File: src/rtl/core_ctrl_pkg.sv
// rtl/core_ctrl_pkg.sv - shared state, opcode and select encodings for the multi-cycle core controller
package core_ctrl_pkg;

  typedef enum logic [2:0] {
    FETCH     = 3'd0,
    DECODE    = 3'd1,
    EXECUTE   = 3'd2,
    MEM       = 3'd3,
    WRITEBACK = 3'd4,
    HALT      = 3'd5
  } state_t;

  localparam logic [6:0] OP_LUI      = 7'b0110111;
  localparam logic [6:0] OP_AUIPC    = 7'b0010111;
  localparam logic [6:0] OP_JAL      = 7'b1101111;
  localparam logic [6:0] OP_JALR     = 7'b1100111;
  localparam logic [6:0] OP_BRANCH   = 7'b1100011;
  localparam logic [6:0] OP_LOAD     = 7'b0000011;
  localparam logic [6:0] OP_STORE    = 7'b0100011;
  localparam logic [6:0] OP_IMM      = 7'b0010011;
  localparam logic [6:0] OP_REG      = 7'b0110011;
  localparam logic [6:0] OP_MISC_MEM = 7'b0001111;
  localparam logic [6:0] OP_SYSTEM   = 7'b1110011;

  localparam logic PC_SRC_SEQ = 1'b0;
  localparam logic PC_SRC_TGT = 1'b1;

  localparam logic [1:0] RES_ALU = 2'b00;
  localparam logic [1:0] RES_PC  = 2'b01;
  localparam logic [1:0] RES_MEM = 2'b10;

  function automatic logic is_rv32i(input logic [6:0] op);
    case (op)
      OP_LUI, OP_AUIPC, OP_JAL, OP_JALR, OP_BRANCH, OP_LOAD,
      OP_STORE, OP_IMM, OP_REG, OP_MISC_MEM, OP_SYSTEM: return 1'b1;
      default: return 1'b0;
    endcase
  endfunction

endpackage

File: src/rtl/bus_watchdog.sv
// rtl/bus_watchdog.sv - counts stalled memory-wait cycles and flags expiry on the TIMEOUT-th one
module bus_watchdog #(
  parameter int TIMEOUT = 255,
  parameter int TMO_W   = 8
) (
  input  logic clk,
  input  logic rst_n,
  input  logic waiting,
  input  logic clear,
  output logic expired
);

  localparam logic [TMO_W-1:0] LIMIT = TMO_W'(TIMEOUT - 1);

  logic [TMO_W-1:0] count;

  // Expiry is combinational so a ready arriving in the same cycle still wins.
  assign expired = waiting && (count == LIMIT);

  always_ff @(posedge clk or negedge rst_n) begin
    if (!rst_n) begin
      count <= '0;
    end else if (clear) begin
      count <= '0;
    end else if (waiting && !expired) begin
      count <= count + 1'b1;
    end
  end

endmodule

File: src/rtl/multicycle_controller.sv
// rtl/multicycle_controller.sv - FETCH/DECODE/EXECUTE/MEM/WRITEBACK sequencer with halt, bus watchdog and retire counter
module multicycle_controller
  import core_ctrl_pkg::*;
#(
  parameter int COUNT_W = 32,
  parameter int TIMEOUT = 255,
  parameter int TMO_W   = 8
) (
  input  logic               in_clk,
  input  logic               in_rst_n,
  input  logic [6:0]         in_opcode,
  input  logic               in_reg_write,
  input  logic               in_mem_write,
  input  logic [1:0]         in_choose_result,
  input  logic               in_branch_taken,
  input  logic               in_imem_ready,
  input  logic               in_dmem_ready,
  output logic               out_imem_req,
  output logic               out_dmem_req,
  output logic               out_dmem_we,
  output logic               out_ir_write,
  output logic               out_pc_write,
  output logic               out_pc_src,
  output logic               out_reg_write,
  output logic [2:0]         out_state,
  output logic               out_halted,
  output logic               out_illegal,
  output logic               out_bus_fault,
  output logic [COUNT_W-1:0] out_retired
);

  state_t state, state_next;

  logic imem_req, dmem_req, dmem_we, ir_write, pc_write, pc_src, reg_write;
  logic retire, set_illegal, set_fault;
  logic waiting, expired;
  logic illegal, bus_fault;
  logic [COUNT_W-1:0] retired;

  // Write-enable and result-select are resolved in the datapath; the sequencer does not need them.
  logic unused_decode;
  assign unused_decode = ^{in_reg_write, in_choose_result};

  assign waiting = ((state == FETCH) && !in_imem_ready) ||
                   ((state == MEM)   && !in_dmem_ready);

  bus_watchdog #(
    .TIMEOUT(TIMEOUT),
    .TMO_W  (TMO_W)
  ) u_watchdog (
    .clk    (in_clk),
    .rst_n  (in_rst_n),
    .waiting(waiting),
    .clear  (!waiting),
    .expired(expired)
  );

  always_ff @(posedge in_clk or negedge in_rst_n) begin
    if (!in_rst_n) begin
      state <= FETCH;
    end else begin
      state <= state_next;
    end
  end

  always_comb begin
    state_next  = state;
    imem_req    = 1'b0;
    dmem_req    = 1'b0;
    dmem_we     = 1'b0;
    ir_write    = 1'b0;
    pc_write    = 1'b0;
    pc_src      = PC_SRC_SEQ;
    reg_write   = 1'b0;
    retire      = 1'b0;
    set_illegal = 1'b0;
    set_fault   = 1'b0;
    case (state)
      FETCH: begin
        imem_req = 1'b1;
        if (in_imem_ready) begin
          ir_write   = 1'b1;
          pc_write   = 1'b1;
          pc_src     = PC_SRC_SEQ;
          state_next = DECODE;
        end else if (expired) begin
          set_fault  = 1'b1;
          state_next = HALT;
        end
      end
      DECODE: begin
        if (in_opcode == OP_SYSTEM) begin
          state_next = HALT;
        end else if (!is_rv32i(in_opcode)) begin
          set_illegal = 1'b1;
          state_next  = HALT;
        end else begin
          state_next = EXECUTE;
        end
      end
      EXECUTE: begin
        case (in_opcode)
          OP_BRANCH: begin
            pc_write   = in_branch_taken;
            pc_src     = PC_SRC_TGT;
            retire     = 1'b1;
            state_next = FETCH;
          end
          OP_JAL, OP_JALR: begin
            pc_write   = 1'b1;
            pc_src     = PC_SRC_TGT;
            state_next = WRITEBACK;
          end
          OP_LOAD, OP_STORE: state_next = MEM;
          default:           state_next = WRITEBACK;
        endcase
      end
      MEM: begin
        dmem_req = 1'b1;
        dmem_we  = in_mem_write;
        if (in_dmem_ready) begin
          if (in_mem_write) begin
            retire     = 1'b1;
            state_next = FETCH;
          end else begin
            state_next = WRITEBACK;
          end
        end else if (expired) begin
          set_fault  = 1'b1;
          state_next = HALT;
        end
      end
      WRITEBACK: begin
        reg_write  = 1'b1;
        retire     = 1'b1;
        state_next = FETCH;
      end
      HALT:    state_next = HALT;
      default: state_next = FETCH;
    endcase
  end

  // Cause flags are sticky; only one can ever be set because HALT is entered once per reset.
  always_ff @(posedge in_clk or negedge in_rst_n) begin
    if (!in_rst_n) begin
      illegal   <= 1'b0;
      bus_fault <= 1'b0;
      retired   <= '0;
    end else begin
      if (set_illegal) illegal <= 1'b1;
      if (set_fault) bus_fault <= 1'b1;
      if (retire) retired <= retired + 1'b1;
    end
  end

  // Strobes are masked by reset so an in-flight request drops without waiting for a clock edge.
  assign out_imem_req  = imem_req  & in_rst_n;
  assign out_dmem_req  = dmem_req  & in_rst_n;
  assign out_dmem_we   = dmem_we   & in_rst_n;
  assign out_ir_write  = ir_write  & in_rst_n;
  assign out_pc_write  = pc_write  & in_rst_n;
  assign out_pc_src    = pc_src    & in_rst_n;
  assign out_reg_write = reg_write & in_rst_n;
  assign out_state     = state;
  assign out_halted    = (state == HALT);
  assign out_illegal   = illegal;
  assign out_bus_fault = bus_fault;
  assign out_retired   = retired;

endmodule
File: config.mk
export PLATFORM = sky130hd
export DESIGN_NAME = multicycle_controller
export DESIGN_NICKNAME = d
export VERILOG_FILES = /design/src/rtl/core_ctrl_pkg.sv /design/src/rtl/bus_watchdog.sv /design/src/rtl/multicycle_controller.sv
export SDC_FILE = /design/constraint.sdc
export NUM_CORES = 1
export LEC_CHECK = 0
export CORE_ASPECT_RATIO = 1.5
export CORE_UTILIZATION = 45
export DETAILED_ROUTE_END_ITERATION = 6
export PLACE_DENSITY = 0.76
export SETUP_SLACK_MARGIN = 0.15
export SYNTH_ARGS = -nofsm -noshare
export SYNTH_HDL_FRONTEND = slang
export SYNTH_SLANG_ARGS = --single-unit
export TNS_END_PERCENT = 5
File: constraint.sdc
create_clock -name in_clk -period 1.7 [get_ports in_clk]
set_input_delay 0.425 -clock in_clk [delete_from_list [all_inputs] [get_ports in_clk]]
set_output_delay 0.425 -clock in_clk [all_outputs]
set_load 0.01 [all_outputs]
==> results.cfg, run 1 <==
[outcome]
status = finished, violations left
violations = setup timing

[grt]
overflow = 0
grt_max_degree = 46
grt_use_total_pct = 21.4
grt_pass1_wl_microns = 9890
antenna_found_initial = 0
grt_pass1_vias = 2220

[placement]
dp_slack_ps = -896
placed_cell_area_sq_mm = 0.00339
io_buffers = 57
gp_congestion = 0.814
hpwlAfterDp_microns = 4410
dp_cells = 405

[clock_tree]
cts_tree = built
path_clk_slew_ps = 80
clk_path_buf_depth = 2
h-tree-depth = 2
hold_buffers = 0
clkSinkCount = 45
clockRootBuffer = clkbuf_8
clock_latency_ps = 290
cts_buffers = 5

[synthesis]
synth_edf_count = 0
yosysSeqAreaShare_pct = 45.5
ys_warn_count = 0
synthesis.instances = 246
avgSynthCellArea_sq_um = 10.1
ys_ff_latch = 45
synthDistinctLibCells = 48
synthesis.nets = 265
netlist_area_sq_mm = 0.00247
synth-async-reset-ratio_pct = 100
synth_ff_type = dfrtp_1

[sta]
post-route-min-period_ps = 2070
rsz0062_at_grt = yes
finalCritPeriodShare_pct = 122
relSlewSlack_pct = 62.8
worst_pin_slew_ps = 559
timing.hold.ws_ps = 344
finalMaxSlewViolations = 0
fin_setup_tns_ps = -7170
finalHoldViolCount = 0
max_freq_ghz = 0.483
finalClockSkew_ps = 4.34
finalWorstSetupSlack_ps = -371
final-setup-viol-count = 41

[detailed_routing]
drc = 0
routed_wl_microns = 6010
antenna_left = 0
drtPass1Iterations = 4
drt_iter0_markers = 65
viasPerCell = 5.25
vias = 2184
wl_per_cell_microns = 14.5

[floorplanning]
ioPinCount = 61
fp.dieArea_sq_mm = 0.00580
initial_utilization_pct = 47.5
die_h_microns = 92.8
die_x_microns = 62.5
core-area_sq_mm = 0.00520
num_rows = 32

[final_layout]
fin_cells = 416
drive_gt1_share_pct = 27.0
fin_nets = 367
fin_util_pct = 67.8
syn_to_final_growth_pct = 42.7
insertedDiodeCount = 0
final_area_sq_mm = 0.00353

[setup_path]
reg2reg_depth = 7
r2r_end = out_retired[25]
start_kind = input pin
worstSetupEndpointType = primary output
cp_max_fo = 3
reg2reg_slack_ps = -270
cp_data_arrival_time_ps = 1650
crit_type = in2out
r2r-start = out_state[2]
worstPathRequired_ps = 1270

[pwr]
total_power_mw = 3.06
pwr_density_cell_mw_per_mm2 = 865
ir_drop_v = 0.000673
p_leak_nw = 1.70

[flow_run]
maxCapViolations = 0

[hold_path]
worstHoldPathType = in2async
cell usage in the layout, fill, tap and decap left out, drive strengths merged, types with 4 or more instances in the layout:
cell,Yosys,routed
nand2,17,17
xnor2,22,22
clkbuf,3,8
nand3,16,16
o21ai,9,9
a21oi,4,4
clkdlybuf4s15,0,5
nor3,12,12
dfrtp,45,45
nand2b,5,5
nor4,4,4
buf,4,53
nand4,9,9
dlygate4sd2,0,35
clkdlybuf4s50,0,8
and3,8,8
inv,11,11
nor2,27,27
xor2,13,13
metal layers:
metal / vias up / global-route usage (%) / share of wire, %
met5: - / 0 / 0
met3: 10 / 3.82 / 3.3
met1: 1062 / 23.7 / 41
met4: 0 / 7.36 / 1.7
li1: 1064 / - / -
met2: 48 / 40.2 / 54
worst max-delay path by stage:
stage	startpoint	endpoint	slack (ps)	cells after the start
floorplan	out_state[2]	out_pc_write	-60	5
finish	in_opcode[5]	out_pc_write	-370	5
detailed placement	in_opcode[4]	out_pc_write	-900	6
CTS	out_state[2]	out_pc_write	-370	5
global placement	in_opcode[4]	out_pc_write	-850	6
global route	out_state[0]	out_pc_write	-470	5
critical path, cell delays in order:
cell and delay [ps]:
clkdlybuf4s50_1 480, nand2_1 120, o32a_1 360, nor3_2 110, buf_2 150
power breakdown:
| part | switching, mW | internal, mW | total (mW) |
|---|---|---|---|
| Sequential | 0.0863 | 1.16 | 1.24 |
| Combinational | 0.575 | 0.573 | 1.15 |
| Clock | 0.342 | 0.323 | 0.665 |
kinds of logic after synthesis:
logic type      count (synthesis)  synth area share, %
buf+inv                        18                 3.49
xor+xnor                       35                 12.4
mux                             1                0.455
fa+ha+maj                       3                 1.52
simple gates                  110                 25.3
compound gates                 34                 11.3
flops                          45                 45.5
cells in the mapped netlist (3+ instances only):
library cell	n	share of area (%)
and2_1	3	0.76
nor3_1	7	1.4
nand3_1	14	2.8
o21ai_0	7	1.4
inv_1	11	1.7
buf_4	3	0.91
xor2_1	13	4.6
nand4_1	9	2.3
nor2_1	27	4.1
and3_1	8	2.0
a21oi_1	4	0.81
nand2_1	17	2.6
xnor2_1	22	7.8
clkbuf_1	3	0.46
nand2b_1	5	1.3
nor3_2	4	1.6
o41ai_1	3	1.1
dfrtp_1	45	46
ha_1	3	1.5
state kept, by name, summed over array words and instances (netlist names):
signal and flops:
u_watchdog.count 8, out_illegal 1, out_bus_fault 1, out_state 3, out_retired 32
area by class of cell:
class	instances	area [sq um]
clock buffer	7	86.3
fill	457	1670
inverter	11	48.8
multi-input combinational	183	1330
sequential	45	1130
tap	68	85.1
timing repair buffer	102	852
what timing repair did:
item	4_1_cts	5_1_grt
pin swaps	4	6
resized for setup	92	15
buffers inserted	4	0
setup endpoints to repair	85	58
Note: power is estimated with default switching activity, not from simulation.
==> run 2: changes to the inputs <==
--- a/config.mk
+++ b/config.mk
@@ -6,6 +6,7 @@
 export NUM_CORES = 1
 export LEC_CHECK = 0
 export CORE_ASPECT_RATIO = 1.5
+export CORE_MARGIN = 5
 export CORE_UTILIZATION = 45
 export DETAILED_ROUTE_END_ITERATION = 6
 export PLACE_DENSITY = 0.76
==> run 2 against run 1 <==
Against the previous run: the flow still finishes with violations (setup timing); register-to-register slack better by 70 ps; first-iteration DRC count up 77%; global-route usage down 2.2 points; utilization down 0.29 points; sequential share of layout area down 1.0 points; critical path depth unchanged; setup slack better by 110 ps; final cell count up 1.9%; routed wire length up 7.5%; highest routed layer is now met5.
==> results.cfg, run 2 (synthesis gave the netlist of run 1 again) <==
[pwr]
ir_drop_v = 0.000675
pwr-share-clk_pct = 20.7
swShare_pct = 34.3
p_switching_mw = 1.10
pwr_density_cell_mw_per_mm2 = 875
p_seq_share_pct = 38.5
p_comb_share_pct = 40.9
p_int_mw = 2.10
p_leak_nw = 1.73

[clock_tree]
h-tree-depth = 2
clockRootBuffer = clkbuf_8
hold_buffers = 0
cts_tree = built
path_clk_slew_ps = 90
clkSinkCount = 45
clock_latency_ps = 300
cts_buffers = 5
clk_path_buf_depth = 2

[grt]
grt_pass1_wl_microns = 11000
grt_use_total_pct = 19.1
grt_max_degree = 46
antenna_found_initial = 1
overflow = 0
grt_pass1_vias = 2364

[floorplanning]
ioPinCount = 61
initial_utilization_pct = 45.7
die_h_microns = 101
core-area_sq_mm = 0.00541
fp.dieArea_sq_mm = 0.00711
die_x_microns = 70.5
num_rows = 33

[sta]
max_freq_ghz = 0.509
finalClockSkew_ps = 8.09
finalCritPeriodShare_pct = 116
fin_setup_tns_ps = -5080
finalWorstSetupSlack_ps = -265
relSlewSlack_pct = 62.5
finalHoldViolCount = 0
worst_pin_slew_ps = 563
post-route-min-period_ps = 1970
rsz0062_at_grt = yes
finalMaxSlewViolations = 0
final-setup-viol-count = 37

[placement]
hpwlAfterDp_microns = 4680
gp_congestion = 0.897
io_buffers = 57
dp_slack_ps = -887

[final_layout]
largest_reg_flops = 32
drive_gt1_share_pct = 32.8
syn_to_final_growth_pct = 47.7
final_cell_mix = buf_4 (45), dfrtp_1 (44), dlygate4sd2_1 (38), nor2_1 (22), xnor2_1 (22)
final_common_cell = buf_4
fin_nets = 372
insertedDiodeCount = 0

[detailed_routing]
viasPerCell = 5.29
antenna_left = 0
drt_iter0_markers = 115
drtPass1Iterations = 4
drc = 0
vias = 2245
routed_wl_microns = 6470
wl_per_cell_microns = 15.3

[setup_path]
worstPathRequired_ps = 1270
cp_data_arrival_time_ps = 1540
crit_type = reg2out
cp_max_fo = 2
worstSetupEndpointType = primary output
start_kind = register

[hold_path]
worstHoldPathType = in2async

[outcome]
status = finished, violations left
violations = setup timing

[flow_run]
maxCapViolations = 0
==> run 2: path summary, 6_finish.rpt <==
kind                       cells past startpoint       startpoint               to  slack, ps
min in group in_clk                            1  out_retired[31]  out_retired[31]        470
min                                            3         in_rst_n   out_retired[5]        370
min reg2reg                                    1  out_retired[31]  out_retired[31]        470
max reg2reg                                    8     out_state[2]  out_retired[29]       -200
max                                            5     out_state[0]     out_pc_write       -270
max in group asynchronous                      3         in_rst_n   out_retired[4]        920
==> run 2: layout make-up <==
type	instances	area [sq um]
Fill cell	433	1760
Clock inverter	3	17.5
Timing Repair Buffer	107	887
Sequential cell	45	1130
Clock buffer	5	68.8
Inverter	11	46.3
Multi-Input combinational cell	183	1420
Tap cell	70	87.6
==> run 2: stage by stage <==
step	util [%]	power, mW	instance area [sq um]	std cells	hold WS (ps)
floorplan	-	1.78	2480	246	129
global placement	63.5	2.40	3440	411	449
detailed placement	63.5	2.41	3440	411	457
CTS	65.5	3.12	3540	423	387
global route	67.5	3.37	3650	424	432
finish	67.5	3.20	3650	424	372
==> run 2: worst max-delay path: stages (launching register included) <==
cell     delay [ps]
dfrtp_1         390
nor3b_2         210
nand2_1         100
o32a_1          310
nor3_2           90
buf_2           140
==> run 2: timing repair <==
item / 4_1_cts / 5_1_grt
setup endpoints to repair: 83 / 62
gates resized for setup: 101 / 27
pin swaps: 21 / 10
buffers inserted: 4 / 1
==> run 2: power groups by stage <==
| stage | Clock (mW) | Sequential [mW] | Combinational (mW) |
|---|---|---|---|
| 6_report | 0.661 | 1.23 | 1.31 |
| 5_1_grt | 0.712 | 1.24 | 1.42 |
| 4_1_cts | 0.675 | 1.23 | 1.22 |
| 3_5_place_dp | 0 | 1.25 | 1.16 |
| 3_3_place_gp | 0 | 1.25 | 1.16 |
| 2_1_floorplan | 0 | 1.33 | 0.444 |
==> run 2: routing by layer <==
layer  track usage [%]  up-vias  part of all wire [%]
li1                  -     1079                     -
met5                 0        -                  0.20
met1              21.8     1098                    40
met3              4.49        6                   5.0
met4              5.93        2                  0.96
met2              35.1       60                    54
==> run 3: changes to the inputs <==
--- a/config.mk
+++ b/config.mk
@@ -9,7 +9,7 @@
 export CORE_MARGIN = 5
 export CORE_UTILIZATION = 45
 export DETAILED_ROUTE_END_ITERATION = 6
-export PLACE_DENSITY = 0.76
+export PLACE_DENSITY = 0.77
 export SETUP_SLACK_MARGIN = 0.15
 export SYNTH_ARGS = -nofsm -noshare
 export SYNTH_HDL_FRONTEND = slang
==> run 3 against run 2 <==
Against the previous run: the run still ends with setup timing left; count of clock-buffer cells in the layout up 1; global-route usage up 1.1 points; combinational power barely moved; critical path depth stayed put; fmax decreased by 0.97%.
==> results.cfg, run 3 (synthesis gave the netlist of run 1 again) <==
[final_layout]
final_area_sq_mm = 0.00373
fin_util_pct = 68.9
fin_nets = 381
insertedDiodeCount = 0
drive_gt1_share_pct = 32.8
largest_reg_flops = 32
fin_cells = 433
final_common_cell = buf_4
final_cell_mix = buf_4 (54), dfrtp_1 (44), dlygate4sd2_1 (36), nor2_1 (24), xnor2_1 (22)
syn_to_final_growth_pct = 50.6

[pwr]
pwr-share-clk_pct = 25.0
p_int_mw = 2.30
p_leak_nw = 1.78
p_seq_share_pct = 36.6
pwr_density_cell_mw_per_mm2 = 902
ir_drop_v = 0.000689
p_switching_mw = 1.06
swShare_pct = 31.6
p_comb_share_pct = 38.3

[outcome]
violations = setup timing
status = finished, violations left

[setup_path]
worstPathRequired_ps = 1270
r2r-start = out_state[2]
critical_path.top_delay_family = simple AND/OR/NAND/NOR gates
critPathBufInv = 1
crit_type = reg2out
cp_data_arrival_time_ps = 1560
cp_max_fo = 2
start_kind = register
worstSetupEndpointType = primary output
startpoint = out_state[0]
slowest_stage = dfrtp_1
crit_chain = nor3b_2 -> nand2_1 -> o32a_1 -> nor3_2 -> buf_2
max_stage_delay_ps = 400

[sta]
fin_setup_tns_ps = -5380
finalCritPeriodShare_pct = 117
finalClockSkew_ps = 9.85
finalHoldViolCount = 0
finalWorstSetupSlack_ps = -285
final-setup-viol-count = 38
post-route-min-period_ps = 1980
worst_pin_slew_ps = 384
relSlewSlack_pct = 74.4
max_freq_ghz = 0.504
rsz0062_at_grt = yes
finalMaxSlewViolations = 0

[clock_tree]
cts_tree = built
cts_buffers = 5
clock_latency_ps = 300
clk_path_buf_depth = 2
path_clk_slew_ps = 90
h-tree-depth = 2
clockRootBuffer = clkbuf_8
clkSinkCount = 45

[hold_path]
worstHoldPathType = in2async

[detailed_routing]
viasPerCell = 5.25
drtPass1Iterations = 4
drc = 0
routed_wl_microns = 6680
wl_per_cell_microns = 15.4
antenna_left = 0
vias = 2272
drt_iter0_markers = 97

[placement]
io_buffers = 57
dp_slack_ps = -884
gp_congestion = 0.915
dp_cells = 416
placed_cell_area_sq_mm = 0.00347
hpwlAfterDp_microns = 4860

[floorplanning]
ioPinCount = 61
core-area_sq_mm = 0.00541
die_h_microns = 101
fp.dieArea_sq_mm = 0.00711
die_x_microns = 70.5
num_rows = 33
initial_utilization_pct = 45.7

[grt]
grt_pass1_wl_microns = 11600
grt_use_total_pct = 20.2
grt_pass1_vias = 2460
antenna_found_initial = 0
overflow = 0
grt_max_degree = 23

[flow_run]
maxCapViolations = 0
## run 3: routing by layer
| layer | track usage (%) | share of wire (%) | up-vias |
|---|---|---|---|
| met5 | 0 | 0 | - |
| met4 | 9.55 | 2.9 | 0 |
| met3 | 3.49 | 3.5 | 17 |
| met2 | 36.8 | 53 | 59 |
| met1 | 22.7 | 40 | 1099 |
| li1 | - | - | 1097 |
## run 3: power groups by stage
stage | clock [mW] | sequential (mW) | combinational [mW]
after global routing | 0.899 | 1.24 | 1.40
after CTS | 0.858 | 1.23 | 1.26
after detailed placement | 0 | 1.25 | 1.17
after global placement | 0 | 1.25 | 1.16
final | 0.841 | 1.23 | 1.29
after floorplan | 0 | 1.33 | 0.444
## run 3: repair_timing
action | CTS | global route
endpoints found under the setup margin | 82 | 57
resized for setup | 112 | 13
pin swaps | 13 | 9
cloned | 0 | 0
hold buffers | 0 | 0
buffers inserted | 9 | 0
## run 3: metrics by stage
step / power, mW / hold slack (ps)
3_3_place_gp: 2.41 / 453
4_1_cts: 3.34 / 207
6_report: 3.36 / 213
2_1_floorplan: 1.78 / 129
5_1_grt: 3.54 / 214
3_5_place_dp: 2.42 / 456
## run 3: worst paths after layout
kind | to | slack, ps | cells after the start
setup / recovery | out_pc_write | -280 | 5
max in group asynchronous | out_retired[29] | 1100 | 3
hold reg to reg | out_illegal | 470 | 1
min in group in_clk | out_illegal | 470 | 1
hold / removal | out_retired[6] | 210 | 2
setup reg to reg | out_retired[31] | -220 | 7
## run 3: area by class of cell
type,count,area (sq um)
clock buffers,6,82.6
clock inverters,2,37.5
fillers,439,1680
repair buffers,116,963
multi-input cells,183,1380
well taps,70,87.6
flip-flops and latches,45,1130
inverters,11,46.3
==> RTL edit 1 (settings of run 3) <==
`TMO_W` is set to 8 in 2 places; all go to 12.
--- a/src/rtl/bus_watchdog.sv
+++ b/src/rtl/bus_watchdog.sv
@@ -2,5 +2,5 @@
 module bus_watchdog #(
   parameter int TIMEOUT = 255,
-  parameter int TMO_W   = 8
+  parameter int TMO_W   = 12
 ) (
   input  logic clk,
--- a/src/rtl/multicycle_controller.sv
+++ b/src/rtl/multicycle_controller.sv
@@ -5,5 +5,5 @@
   parameter int COUNT_W = 32,
   parameter int TIMEOUT = 255,
-  parameter int TMO_W   = 8
+  parameter int TMO_W   = 12
 ) (
   input  logic               in_clk,
Function: no difference found for any inputs over 10 cycles, from zero or initial values and one cycle with in_rst_n low; that may be too few to reach the edited logic, so the function may still have changed.
==> RTL edit 1 against run 3 <==
The run still ends with setup timing left; sequential power up 15%; combinational power grew 28%; core utilization rose by 4.5 points; routed wire length grew 10%; worst setup slack worse by 0.17 ns; area after synthesis up 3.6%; global-route usage increased by 0.12 points; worst hold slack improved by 0.20 ns; sequential cell count is 4 higher; total power rose by 11%; final area up 8.1%; critical path type is now flip-flop to flip-flop.
==> RTL edit 1: results (changes against run 3) <==
* Run status: complete, but fails checks
* Failing checks: setup timing
* Vias/cell at 5.56 (+5.9%)
* Inverters at 10 (-1)
* Register area at 1230 um^2 (+9.0%)
* Fraction of area in registers at 30.5% (+0.24 points)
* Total GRT Usage at 20.3% (+0.12 points)
* Post-CTS sizing at 159 (+42%)
* Max stage delay cell, worst path: or3b_4
* Clock network share of area at 2.14% (-1.1 points)
* XOR/XNOR Fraction of Synth Area at 13.3% (+0.94 points)
* Fillers at 394 (-10%)
* M1 WL at 2.75 mm (+1.9%)
* Largest net degree at the start of global routing at 50 (+120%)
* Post-CTS Setup Inserts at 4 (-5)
* Setup WS pre-CTS at -0.873 ns (+0.0118 ns)
* Non-clk buf share at 24.0% (-1.9 points)
* Clock power share at 18.3% (-6.7 points)
* GR Util met1 at 22.2% (-0.56 points)
* Syn Nets at 269 (+1.5%)
* Met2 WL at 4.05 mm (+14%)
* Leakage at 0.00185 uW (+3.9%)
* Multi-input gates at 186 (+1.6%)
* Placed Area at 3600 um^2 (+3.6%)
* Share of layout cells above drive strength 1 at 40.1% (+7.3 points)
* R2R Path Start: out_state[0]
* Final setup margin at -0.453 ns (-0.168 ns)
* Power Sequential at 1410 uW (+15%)
* Commonest cells post-synth: dfrtp_1 (49), xor2_1 (34), nand2_1 (23), nor2_1 (23), nor3_1 (12)
* Clk sinks at 49 (+8.9%)
* Worst path max stage delay at 0.43 ns (+0.03 ns)
* Slew headroom at 57.7% (-17 points)
* Number of global-route vias before repair at 2573 (+4.6%)
* Adder-Cell Fraction of Synth Area at 1.46% (-0.053 points)
* Register area share after synthesis at 47.9% (+2.3 points)
* WL met3 at 308 um (+32%)
* Post-DP HPWL at 4.78 mm (-1.7%)
* Main area contributors after synthesis: dfrtp_1 (48%), xor2_1 (12%), nand2_1 (3.4%)
* Routed wire per std cell at 16.7 um (+8.5%)
* Part of the power in registers at 37.6% (+1.0 points)
* Mux contribution to synthesized area at 0.439% (-0.016 points)
* Compound-cell area share of the yosys netlist at 6.64% (-4.7 points)
* Netlist cell types at 46 (-4.2%)
* CP Class: flip-flop to flip-flop
* Clock skew at 0.00936 ns (-0.000492 ns)
* Die width at 71.6 um (+1.5%)
* Met2 usage at 38.4% (+1.6 points)
* Fraction of area in multi-input gates at 40.2% (+3.1 points)
* Crit path DAT at 2.38 ns (+0.82 ns)
* # setup viols final at 47 (+24%)
[RTL edit 1: cell count changes after synthesis, sizes merged, moves of 5 or more]
cell | run 3 | this run
nand3 | 16 | 8
and3 | 8 | 3
nor4b | 0 | 6
nand2 | 17 | 23
xor2 | 13 | 34
nor4 | 4 | 14
xnor2 | 22 | 5
[RTL edit 1: per-stage QoR]
stage | TNS, ns | std cells
final | -12.08 | 439
after detailed placement | -31.22 | 426
after global routing | -16.11 | 439
after global placement | -27.90 | 426
after floorplan | -5.54 | 250
after CTS | -11.74 | 439
[RTL edit 1: final timing paths]
check                             endpoint  slack [ns]  cells after the start
max                        out_retired[30]       -0.45                      8
min                         out_retired[5]        0.41                      3
max reg2reg                out_retired[30]       -0.45                      8
min reg2reg                  out_bus_fault        0.47                      1
max in group asynchronous   out_retired[2]        0.84                      3
min in group in_clk          out_bus_fault        0.47                      1
==> RTL edit 2 (flow settings as in run 3) <==
Made on the original files. Put one more register stage on the output `out_retired`, without a reset. The value now appears one clock later. The other outputs are not delayed to match.
--- a/src/rtl/multicycle_controller.sv
+++ b/src/rtl/multicycle_controller.sv
@@ -166,5 +166,7 @@
   assign out_illegal   = illegal;
   assign out_bus_fault = bus_fault;
-  assign out_retired   = retired;
+  always_ff @(posedge in_clk) begin
+    out_retired <= retired;
+  end
 
 endmodule
Formal check against the unedited RTL: not equivalent (a bounded check fails within 4 cycles, from zero or initial values and one cycle with in_rst_n low).
==> RTL edit 2 against run 3 <==
The run still ends with setup timing left; critical path depth up 3; sequential cell count up 32; first-iteration DRC count up 31%; area after synthesis up 24%; final cell count up 9.7%; sequential power up 69%; non-clock buffer count up 3; via count up 8.8%; worst setup slack better by 0.047 ns; routed wire length up 4.6%; final area up 19%; total power up 40%.
==> RTL edit 2: results (changes against run 3) <==
* Run status: complete, but fails checks
* Failing checks: setup timing
* Main area contributors after synthesis: dfrtp_1 (37%), dfxtp_1 (21%), xnor2_1 (6.6%)
* Clock power share at 24.3% (-0.7 points)
* Largest net degree at the start of global routing at 45 (+96%)
* Fillers at 509 (+16%)
* Post-CTS Setup Inserts at 14 (+5)
* Met2 WL at 3.84 mm (+8.1%)
* Worst VDD drop at 621 uV (-9.9%)
* Multi-input gates at 180 (-1.6%)
* # nets final at 411 (+7.9%)
* Netlist cell types at 51 (+6.3%)
* Clk pin slew, worst setup/hold paths at 0.07 ns (-0.02 ns)
* Post-Synthesis Cells at 270 (+9.8%)
* Clock network share of area at 3.60% (+0.38 points)
* Met2 usage at 30.2% (-6.6 points)
* Finished Cell Area at 4420 um^2 (+19%)
* Post-synth ARST share at 58.4% (-42 points)
* Core area at 6760 um^2 (+25%)
* Final setup margin at -0.238 ns (+0.0467 ns)
* Placed Area at 4070 um^2 (+17%)
* DR iter-0 viols at 127 (+31%)
* Pwr per Cell Area at 1070 nW/um^2 (+19%)
* Crit path DAT at 2.17 ns (+0.61 ns)
* Part of the power in registers at 44.0% (+7.4 points)
* Max stage delay cell, worst path: dfrtp_2
* Total GRT Usage at 17.2% (-3.1 points)
* Fraction of area in registers at 40.1% (+9.8 points)
* Met3 usage at 4.88% (+1.4 points)
* Post-DP HPWL at 4.82 mm (-0.87%)
* Fraction of area in multi-input gates at 31.1% (-6.0 points)
* Clock skew at 0.00670 ns (-0.00315 ns)
* TritonCTS Buffers at 9 (+4)
* CP Max Fanout at 4 (+2)
* Leakage at 0.00212 uW (+19%)
* Number of global-route vias before repair at 2513 (+2.2%)
* Worst path max stage delay at 0.44 ns (+0.04 ns)
* M1 WL at 2.63 mm (-2.5%)
* Setup WS pre-CTS at -0.794 ns (+0.0908 ns)
* Vias/cell at 5.20 (-0.86%)
* Inverters at 5 (-6)
* Crit path max-delay family: compound AO/OA/AOI/OAI gates
* Commonest cells post-synth: dfrtp_1 (45), dfxtp_1 (32), nand2_1 (27), xnor2_1 (23), nor2_1 (17)
* Finished Layout Cells at 475 (+9.7%)
* WL final at 6.99 mm (+4.6%)
* Clk sinks at 77 (+71%)
* GP Congestion at 0.883 (-3.4%)
* Placed Cells at 441 (+6.0%)
* Slew headroom at 63.3% (-11 points)
* First-pass GRT wire length at 11.9 mm (+2.3%)
* Non-clk buf share at 22.6% (-3.2 points)
* Latest clock arrival within the worst-skew pair at 0.35 ns (+0.05 ns)
* Hold-fix buffers at CTS at 1 (+1)
* Overflow after GRT at 0 (unchanged)
* GR Util met1 at 18.4% (-4.3 points)
* H-tree depth at 3 (+1)
* TNS Setup at -5.18 ns (+0.193 ns)
* Syn Nets at 289 (+9.1%)
* # setup viols final at 40 (+5.3%)
-- RTL edit 2: kinds of logic (layout without fill, tap and decap cells) --
logic type	Yosys count	in the layout	share of synthesized area [%]
AND/OR/NAND/NOR	116	116	22.4
flip-flops	77	77	57.5
XOR/XNOR	34	34	9.69
AO/OA/AOI/OAI	26	26	6.68
buffers and inverters	13	140	2.24
adder cells (fa/ha/maj)	3	3	1.22
multiplexers	1	1	0.326
-- RTL edit 2: worst paths after layout --
kind | from | endpoint | slack [ns] | cells past startpoint
max reg2reg | out_state[2] | retired[18] | -0.24 | 8
min in group in_clk | retired[31] | out_retired[31] | 0.40 | 0
max in group asynchronous | in_rst_n | out_state[2] | 0.96 | 3
max | out_state[2] | retired[18] | -0.24 | 8
min | in_rst_n | out_illegal | 0.34 | 3
min reg2reg | retired[31] | out_retired[31] | 0.40 | 0
